==> config.mk <==
export PLATFORM = sky130hd
export DESIGN_NAME = bus_move_ctrl
export DESIGN_NICKNAME = d
export VERILOG_FILES = /design/src/rtl/bus_move_ctrl_pkg.sv /design/src/rtl/bus_move_ctrl_onehot_dec.sv /design/src/rtl/bus_move_ctrl.sv
export SDC_FILE = /design/constraint.sdc
export NUM_CORES = 1
export LEC_CHECK = 0
export CAP_MARGIN = 20
export CELL_PAD_IN_SITES_DETAIL_PLACEMENT = 1
export CELL_PAD_IN_SITES_GLOBAL_PLACEMENT = 2
export CORE_MARGIN = 4
export CORE_UTILIZATION = 22
export CTS_BUF_LIST = sky130_fd_sc_hd__clkbuf_8
export DETAILED_ROUTE_END_ITERATION = 10
export PLACE_DENSITY = 0.75
export SLEW_MARGIN = 20
export SYNTH_ARGS = -nofsm -noshare
export SYNTH_HDL_FRONTEND = slang
export SYNTH_SLANG_ARGS = --single-unit
==> constraint.sdc <==
create_clock -name clk -period 1.5 [get_ports clk]
set_input_delay 0.375 -clock clk [delete_from_list [all_inputs] [get_ports clk]]
set_output_delay 0.375 -clock clk [all_outputs]
set_load 0.03 [all_outputs]
==> src/rtl/bus_move_ctrl_pkg.sv <==
// Shared sizes and FSM encoding for the register-move bus controller.
package bus_move_ctrl_pkg;
   localparam int NREG = 8;
   localparam int SELW = 3;

   typedef enum logic [1:0] {
      S_IDLE,
      S_DRIVE,
      S_WRITE,
      S_DONE
   } state_t;
endpackage

==> src/rtl/bus_move_ctrl_onehot_dec.sv <==
// Index-to-one-hot decoder with a gating enable.
module onehot_dec
   import bus_move_ctrl_pkg::*;
(
   input  logic [SELW-1:0] i_idx,
   input  logic            i_en,
   output logic [NREG-1:0] o_vec
);
   always_comb begin
      o_vec = '0;
      if (i_en) o_vec[i_idx] = 1'b1;
   end
endmodule

==> src/rtl/bus_move_ctrl.sv <==
// Sequences one register-to-register or immediate move over a shared
// 8-bit tri-state bus: drive, latch, then report completion.
module bus_move_ctrl
   import bus_move_ctrl_pkg::*;
(
   input  logic            clk,
   input  logic            res,
   input  logic            req_valid,
   output logic            req_ready,
   input  logic [SELW-1:0] req_src,
   input  logic [SELW-1:0] req_dst,
   input  logic            req_imm,
   input  logic [7:0]      req_data,
   input  logic [7:0]      bus_in,
   output logic [NREG-1:0] load_en,
   output logic [NREG-1:0] save_en,
   output logic            imm_oe,
   output logic [7:0]      imm_byte,
   output logic            busy,
   output logic            done,
   output logic            err,
   output logic [7:0]      last_byte
);
   state_t          r_state;
   state_t          w_next;
   logic [SELW-1:0] r_src;
   logic [SELW-1:0] r_dst;
   logic            r_imm;
   logic [7:0]      r_data;
   logic            r_err;
   logic [7:0]      r_last;
   logic            w_accept;
   logic            w_bad;
   logic            w_drive;
   logic            w_save;

   assign w_accept = req_valid && (r_state == S_IDLE);
   assign w_bad    = !req_imm && (req_src == req_dst);

   always_ff @(posedge clk or negedge res) begin
      if (!res) begin
         r_state <= S_IDLE;
         r_src   <= '0;
         r_dst   <= '0;
         r_imm   <= 1'b0;
         r_data  <= 8'h00;
         r_err   <= 1'b0;
         r_last  <= 8'h00;
      end else begin
         r_state <= w_next;
         if (w_accept) begin
            r_src  <= req_src;
            r_dst  <= req_dst;
            r_imm  <= req_imm;
            r_data <= req_data;
            r_err  <= w_bad;
         end
         if (r_state == S_WRITE) r_last <= bus_in;
      end
   end

   // Outputs decode from the registered state only, so an async
   // reset drops every enable without waiting for a clock edge.
   always_comb begin
      w_next  = r_state;
      w_drive = 1'b0;
      w_save  = 1'b0;
      unique case (r_state)
         S_IDLE: begin
            if (req_valid) w_next = w_bad ? S_DONE : S_DRIVE;
         end
         S_DRIVE: begin
            w_drive = 1'b1;
            w_next  = S_WRITE;
         end
         S_WRITE: begin
            w_drive = 1'b1;
            w_save  = 1'b1;
            w_next  = S_DONE;
         end
         S_DONE: begin
            w_next = S_IDLE;
         end
      endcase
   end

   onehot_dec u_load_dec (
      .i_idx (r_src),
      .i_en  (w_drive && !r_imm),
      .o_vec (load_en)
   );

   onehot_dec u_save_dec (
      .i_idx (r_dst),
      .i_en  (w_save),
      .o_vec (save_en)
   );

   assign imm_oe    = w_drive && r_imm;
   assign imm_byte  = imm_oe ? r_data : 8'h00;
   assign req_ready = (r_state == S_IDLE);
   assign busy      = (r_state != S_IDLE);
   assign done      = (r_state == S_DONE);
   assign err       = done && r_err;
   assign last_byte = r_last;
endmodule

; ---- Word-level counts from Yosys, hierarchy flattened
; Index checks and enable logic that the tools add are counted.
[totals]
register_bits = 26
latchBits = 0
ram_bits = 0
romBits = 0
n_memories = 0
[classes]
add_sub_neg = 0
multipliers = 0
div = 0
n_lt_le_gt_ge = 4
eq_ne = 5
n_shift = 0
muxes = 12
bitwise = 0
n_reduce_logical = 12
[ops]
columns = cell, count
row1 = $mux W8, 3
row2 = $lt A3 B4 Y1 const B, 2
row3 = $pmux W2 S4, 1
row4 = $logic_and A1 B1 Y1, 7
row5 = $demux W1 S3, 2
row6 = $ge A3 B1 Y1 const B, 2
row7 = $eq A2 B2 Y1 const B, 2
row8 = $mux W1, 4
row9 = $mux W2, 2
row10 = $eq A3 B3 Y1, 1
row11 = $eq A2 B1 Y1 const B, 1
row12 = $logic_not A1 Y1, 2
row13 = $logic_not A2 Y1, 1
row14 = $ne A2 B2 Y1 const B, 1
row15 = $reduce_bool A2 Y1, 1
row16 = $reduce_or A2 Y1, 1

; ---- Longest topological paths before layout
; Gate-level depths: netlist (run 1).
[logic_depth]
depth_word = 5
ltp_mapped = 5
ltp_nobuf = 5

; ---- By module
; Synthesis (run 1) repeated with hierarchy kept, for this count alone.
[hier_totals]
cells_unflattened = 98
area_unflattened_um2 = 1368.8
[modules_own_cells]
columns = mod, instances, cells_each, area_each_um2
row1 = bus_move_ctrl, 1, 82, 1177.4
row2 = onehot_dec at u_load_dec, 1, 8, 96.3
row3 = onehot_dec at u_save_dec, 1, 8, 95.1

; ---- Worst setup path before layout (run 1)
; OpenSTA, ideal clock, no wires.
[synth_path]
path_kind = register to output
startpoint = register r_state[1]
endpoint = output port load_en[1]
arrival_time_ns = 1.934
required_time_ns = 1.125
setup_slack_ns = -0.809
stages_incl_launch_ff = 6
path_cell_list = dfrtp_1 -> inv_1 -> ha_1 -> clkbuf_1 -> nand2_1 -> nor4_1
[synth_between]
elab_chain_len = 5
elab_cells_between_ends = 6
classes_between = eq/ne: 2 / mux: 2 / reduce/logical: 2
[synth_lines]
columns = item, line_no
row1 = from (decl), bus_move_ctrl.sv:24  ; state_t r_state;
row2 = from (signal assigned), bus_move_ctrl.sv:50  ; r_state <= w_next;
row3 = $eq A2 B2 Y1 / $eq A2 B1 Y1 (equally long branches), bus_move_ctrl.sv:68  ; unique case (r_state)
row4 = $reduce_or A2 Y1 (no line) (*), n/a
row5 = $mux W1 (*), bus_move_ctrl.sv:68
row6 = $logic_and A1 B1 Y1 (*), bus_move_ctrl.sv:89  ; .i_en (w_drive && !r_imm),
row7 = $mux W8 (*), bus_move_ctrl_onehot_dec.sv:11  ; if (i_en) o_vec[i_idx] = 1'b1;
row8 = to (decl), bus_move_ctrl.sv:15  ; output logic [NREG-1:0] load_en,
; Mark *: on every way between the ends. The rest lies on a longest branch, timed or not.

; ---- Worst setup path after layout (run 1)
[layout_path]
startpoint = register r_state[0]
endpoint = output port load_en[0]
; Same word-level chain as after synthesis.

==> results of run 1 <==
==> per-layer routing <==
layer  vias up  GRT usage (%)  part of all wire [%]
met4         0           2.16                  0.61
met1       568           13.6                    42
met3         3           3.34                   6.9
met5         -              0                     0
li1        550              -                     -
met2        45           21.0                    50
==> sequential cells by signal, indices dropped and copies added (netlist names) <==
register   cells
r_imm          1
r_src          3
r_data         8
r_state        2
last_byte      8
r_err          1
r_dst          3
==> metrics by stage <==
| step | cell area (µm²) | hold slack, ps |
|---|---|---|
| 2_1_floorplan | 1460 | 79.4 |
| 3_3_place_gp | 2200 | 471 |
| 3_5_place_dp | 2200 | 489 |
| 4_1_cts | 2420 | 468 |
| 5_1_grt | 2520 | 493 |
| 6_report | 2520 | 466 |
==> cell families (layout without fill, tap and decap cells) <==
kind of cell             Yosys count  after routing  share of synthesized area, %
adder cells (fa/ha/maj)            3              3                          2.89
XOR/XNOR                           3              3                          2.03
AND/OR/NAND/NOR                   43             43                          16.8
buffers and inverters              7             96                          2.70
multiplexers                      24             24                          23.7
AO/OA/AOI/OAI                      3              3                          1.74
flip-flops                        26             26                          50.1
==> synthesized netlist by cell type <==
cell,instances
a21oi_1,1
mux2_2,13
clkbuf_1,2
nand2_4,1
mux2_1,1
nor4_1,3
mux2_4,10
and2_1,2
nand2b_1,4
nand3b_1,1
o2bb2ai_1,1
buf_6,1
ha_1,3
buf_2,1
a31o_2,1
nor2_1,16
inv_1,3
and3_1,8
xor2_1,3
nor3_1,2
nand2_1,6
dfrtp_1,26
==> worst max path at each step <==
| stage | end | slack (ps) |
|---|---|---|
| after global routing | load_en[1] | -460 |
| after detailed placement | r_state[1]$_DFFE_PN0P_ | -200 |
| after floorplan | load_en[1] | -260 |
| after global placement | r_state[1]$_DFFE_PN0P_ | -200 |
| final | load_en[0] | -370 |
| after CTS | load_en[0] | -430 |
==> repair_timing <==
action	CTS	global route
buffers inserted	4	6
pin swaps	12	4
setup endpoints to repair	37	37
endpoints found under the hold margin	0	0
resized for setup	43	19
==> power groups by stage <==
stage	registers [mW]	logic, mW	clock network (mW)
2_1_floorplan	1.56	1.97	0
3_3_place_gp	1.36	3.27	0
3_5_place_dp	1.39	3.35	0
4_1_cts	1.39	3.66	0.486
5_1_grt	1.44	4.18	0.512
6_report	1.38	3.93	0.457
==> area by class of cell <==
class	count	area (µm²)	area share, %
inverter	3	13.8	0.547
sequential	26	651	25.9
clock buffer	4	55.1	2.19
multi-input combinational	76	846	33.6
tap	72	90.1	3.58
timing repair buffer	89	861	34.2
==> metrics.yaml, run 1 <==
layout:
  finalNonFillerCells: 270
  final_common_cell: "buf_6"
  diodes: 0
  layout_common_cells: "buf_6 (32), dfrtp_1 (26), clkdlybuf4s50_1 (25)"
  fill_cells: 597
  utilization_pct: 44.9
  areaGrowthSynthToFinish_pct: 93.9
  layout-drive-gt1-share_pct: 60.6
  nNetsFinal: 228
yosys:
  ys_seq_elements: 26
  yosysTopAreaCell: "dfrtp_1"
  synth_cells: 109
  yosysSeqAreaShare_pct: 50.1
  ys_types: 22
  synthesis.nets: 138
  syn_avg_cell_area_um2: 11.9
  synth_area_mm2: 0.00130
  synth_top_area_share_pct: 50.1
  synth.area.top_cells: "dfrtp_1 (50%), mux2_4 (12%), mux2_2 (11%), nor2_1 (4.6%), and3_1 (3.9%)"
  yosysWarningCount: 0
drt:
  ant_nets: 0
  vias_per_cell: 4.32
  dr.first_iter.drc_count: 25
  wl_per_cell_um: 15.1
  dr.pass1.iters: 3
  wl_um: 4090
  vias: 1166
  drc: 0
run_status:
  outcome: "finished, violations left"
  violations: "negative setup slack"
setup_path:
  r2r-start: "r_state[0]$_DFFE_PN0P_"
  required_ps: 1120
  crit_slowest_cell: "dfrtp_1"
  crit_chain: "inv_2 -> ha_4 -> nand2b_4 -> nor4_4 -> buf_6"
  crit_fanout: 4
  critical_path.top_delay_family: "flip-flops"
  critical_path_arrival_ps: 1500
  crit_cells: 5
  rrSetupSlack_ps: 70
  r2r_end: "last_byte[5]$_DFFE_PN0P_"
  cp-startpoint: "r_state[0]$_DFFE_PN0P_"
  cp.buffers_inverters: 2
  cp-end-kind: "output pin"
  cp-start-kind: "flop"
  max_stage_delay_ps: 380
  criticalPathCategory: "reg -> out"
  reg2reg_depth: 5
power:
  p_total_mw: 5.77
  seqPwrFrac_pct: 23.9
  net-switching-power_mw: 2.52
  power-per-cell-area_mw_per_mm2: 2290
  comb_power_share_pct: 68.2
  vdd_drop_max_v: 0.000934
  swShare_pct: 43.7
  p_leak_nw: 1.12
  clockPowerShare_pct: 7.9
  internal_power_mw: 3.25
floorplan:
  dieArea_mm2: 0.00719
  coreArea_mm2: 0.00561
  die_h_um: 84.8
  pin_count: 63
  die_x_um: 84.8
  num_rows: 27
  initial_core_util_pct: 23.1
placement:
  place_ws_ps: -196
  portBuffers: 62
  hpwl_um: 3090
  placed_cells: 258
  gp_congestion: 0.690
clocking:
  clkTransAtPathRegs_ps: 90
  cts_root_buf: "clkbuf_8"
  clockBufferDepth: 2
  cts-hold-fix-buffers: 0
  numCtsBuffers: 3
  tritoncts: "done"
  cts_max_level: 1
  insertion_delay_ps: 270
  cts_num_sinks: 26
sta:
  slew_headroom_pct: 77.3
  layout_setup_ws_ps: -374
  hold_viol_final: 0
  fin_tns_setup_ps: -8220
  rsz0062_at_grt: "true"
  fmax_mhz: 534
  slew_violations: 0
  finClkSkew_ps: 3.51
  timing.final.crit_share_pct: 125
  min_period_ps: 1870
  tightest_slew_ps: 341
  setup_viol: 27
global_route:
  grt-ovfl-total: 0
  grt_pass1_wl_um: 6760
  antenna_found_initial: 0
  grtUsageTotal_pct: 11.6
  grt_max_degree: 27
  grt_pass1_vias: 1384
min_path:
  holdCritPathClass: "in -> async"
flow_run:
  cap_violations: 0
(Power assumes the default switching activity.)
==> run 2: changes to the inputs <==
Settings changed: CELL_PAD_IN_SITES_GLOBAL_PLACEMENT 2 to 1, CORE_UTILIZATION 22 to 28, PLACE_DENSITY 0.75 to 0.77.
==> run 2 against run 1 <==
Against the previous run:
- design area shrank 6.1%
- the flow still finishes with violations (negative setup slack)
- clock power grew 26%
- fmax shrank 1.5%
- wire length grew 5.6%
- sequential cell count is the same
- clock skew shrank 2.1 ps
- critical path type unchanged
- sequential share of layout area grew 1.7 points
- critical path depth grew 1
==> metrics.yaml, run 2 (same netlist as run 1, synthesis figures left out) <==
floorplan:
  dieArea_mm2: 0.00579  # -20%
  pin_count: 63  # unchanged
  initial_core_util_pct: 29.4  # +6.3 points
  die_x_um: 76.1  # -10%
  coreArea_mm2: 0.00441  # -21%
  num_rows: 24  # -11%
  die_h_um: 76.1  # -10%
setup_path:
  cp.buffers_inverters: 3  # +1
  cp-start-kind: "flop"
  critical_path_arrival_ps: 1530  # +30 ps
  cp-end-kind: "output pin"
  reg2reg_depth: 5  # unchanged
  r2r_end: "r_dst[0]$_DFFE_PN0P_"
  criticalPathCategory: "reg -> out"
  crit_fanout: 4  # unchanged
  rrSetupSlack_ps: 60  # about the same
  crit_chain: "inv_2 -> ha_4 -> nand2_4 -> buf_4 -> nor2_2 -> buf_6"
  required_ps: 1120  # about the same
  critical_path.top_delay_family: "flip-flops"
  max_stage_delay_ps: 390  # about the same
  crit_slowest_cell: "dfrtp_1"
  r2r-start: "r_state[1]$_DFFE_PN0P_"
global_route:
  antenna_found_initial: 0  # unchanged
  grt_pass1_wl_um: 6960  # +3.0%
  grtUsageTotal_pct: 14.7  # +3.1 points
  grt_pass1_vias: 1332  # -3.8%
  grt_max_degree: 27  # unchanged
  grt-ovfl-total: 0  # unchanged
layout:
  post-route-cell-area_mm2: 0.00236  # -6.1%
  diodes: 0  # unchanged
  layout-drive-gt1-share_pct: 56.9  # -3.7 points
  final_common_cell: "dfrtp_1"
  layout_common_cells: "dfrtp_1 (26), clkdlybuf4s50_1 (25), buf_4 (24)"
  areaGrowthSynthToFinish_pct: 82.1
  nNetsFinal: 218  # -4.4%
  utilization_pct: 53.5  # +8.6 points
drt:
  vias_per_cell: 4.77  # +10%
  wl_per_cell_um: 18.0  # +19%
  drc: 0  # unchanged
  dr.pass1.iters: 4  # +1
  wl_um: 4320  # +5.6%
  vias: 1145  # -1.8%
  ant_nets: 0  # unchanged
  dr.first_iter.drc_count: 26  # +4.0%
sta:
  timing.final.crit_share_pct: 127  # +1.9 points
  min_period_ps: 1900  # +28.5 ps
  whs_ps: 443  # -23.6 ps
  finClkSkew_ps: 1.44  # -2.07 ps
  layout_setup_ws_ps: -403  # -28.5 ps
  setup_viol: 27  # unchanged
  slew_violations: 0  # unchanged
  rsz0062_at_grt: "true"
  tightest_slew_ps: 365  # +24.0 ps
  hold_viol_final: 0  # unchanged
  slew_headroom_pct: 75.7  # -1.6 points
  fmax_mhz: 526  # -1.5%
placement:
  portBuffers: 62  # unchanged
  place_ws_ps: -155  # +40.4 ps
  gp_congestion: 0.820  # +19%
  place_area_mm2: 0.00217  # -1.0%
  hpwl_um: 3290  # +6.7%
clocking:
  clockBufferDepth: 2  # unchanged
  insertion_delay_ps: 270  # about the same
  cts_root_buf: "clkbuf_8"
  numCtsBuffers: 3  # unchanged
  cts-hold-fix-buffers: 0  # unchanged
  cts_num_sinks: 26  # unchanged
  clkTransAtPathRegs_ps: 90  # about the same
  cts_max_level: 1  # unchanged
  tritoncts: "done"
power:
  power-per-cell-area_mw_per_mm2: 2380  # +4.0%
  vdd_drop_max_v: 0.000967  # +3.5%
  p_leak_nw: 1.08  # -3.4%
  p_total_mw: 5.63  # -2.4%
run_status:
  outcome: "finished, violations left"
  violations: "negative setup slack"
flow_run:
  cap_violations: 0  # unchanged
min_path:
  holdCritPathClass: "in -> async"
## run 2: layout make-up
cell class                 count  area (µm²)
fill                         469        2050
multi-input combinational     76         796
timing repair buffer          79         766
sequential                    26         651
tap                           52        65.1
clock buffer                   3        41.3
clock inverter                 1        30.0
inverter                       3        13.8
## run 2: worst max-delay path by stage
stage,startpoint,end,slack (ps),depth (start not counted)
4_1_cts,r_state[1]$_DFFE_PN0P_,load_en[1],-390,5
5_1_grt,r_state[0]$_DFFE_PN0P_,load_en[1],-470,5
3_3_place_gp,req_dst[1],r_state[1]$_DFFE_PN0P_,-140,5
2_1_floorplan,r_state[1]$_DFFE_PN0P_,load_en[1],-260,5
6_report,r_state[1]$_DFFE_PN0P_,load_en[7],-400,6
3_5_place_dp,req_valid,r_dst[0]$_DFFE_PN0P_,-160,3
## run 2: routing by layer
metal	track usage [%]	share of wire, %	vias up
met5	0	0	-
met4	3.85	1.2	0
met3	2.48	4.7	4
met2	28.1	55	44
met1	16.6	39	566
li1	-	-	531
## run 2: what timing repair did
action	4_1_cts	5_1_grt
buffers inserted	1	0
pin swaps	4	0
resized for setup	31	7
setup endpoints to repair	36	38
## run 2: worst reg2reg max path: stages, from the launching register on
cell and delay (ps):
dfrtp_1 390, inv_2 60, ha_4 180, buf_4 160, nand2_8 150, mux2_2 380
## run 2: power by group
part | switching, mW | internal [mW] | leakage, nW
Clock | 0.219 | 0.357 | 0.0357
Sequential | 0.330 | 1.06 | 0.309
Combinational | 1.92 | 1.76 | 0.736
## run 2: metrics by stage
stage,std cells,TNS (ps)
3_5_place_dp,235,-3730
2_1_floorplan,109,-1070
6_report,240,-8740
5_1_grt,240,-10330
3_3_place_gp,235,-2560
4_1_cts,240,-8750
==> run 3: changes to the inputs <==
Settings changed: HOLD_SLACK_MARGIN from default to 0.06.
==> results of run 3 <==
The final DEF is identical to that of run 2; final timing and power are the same.
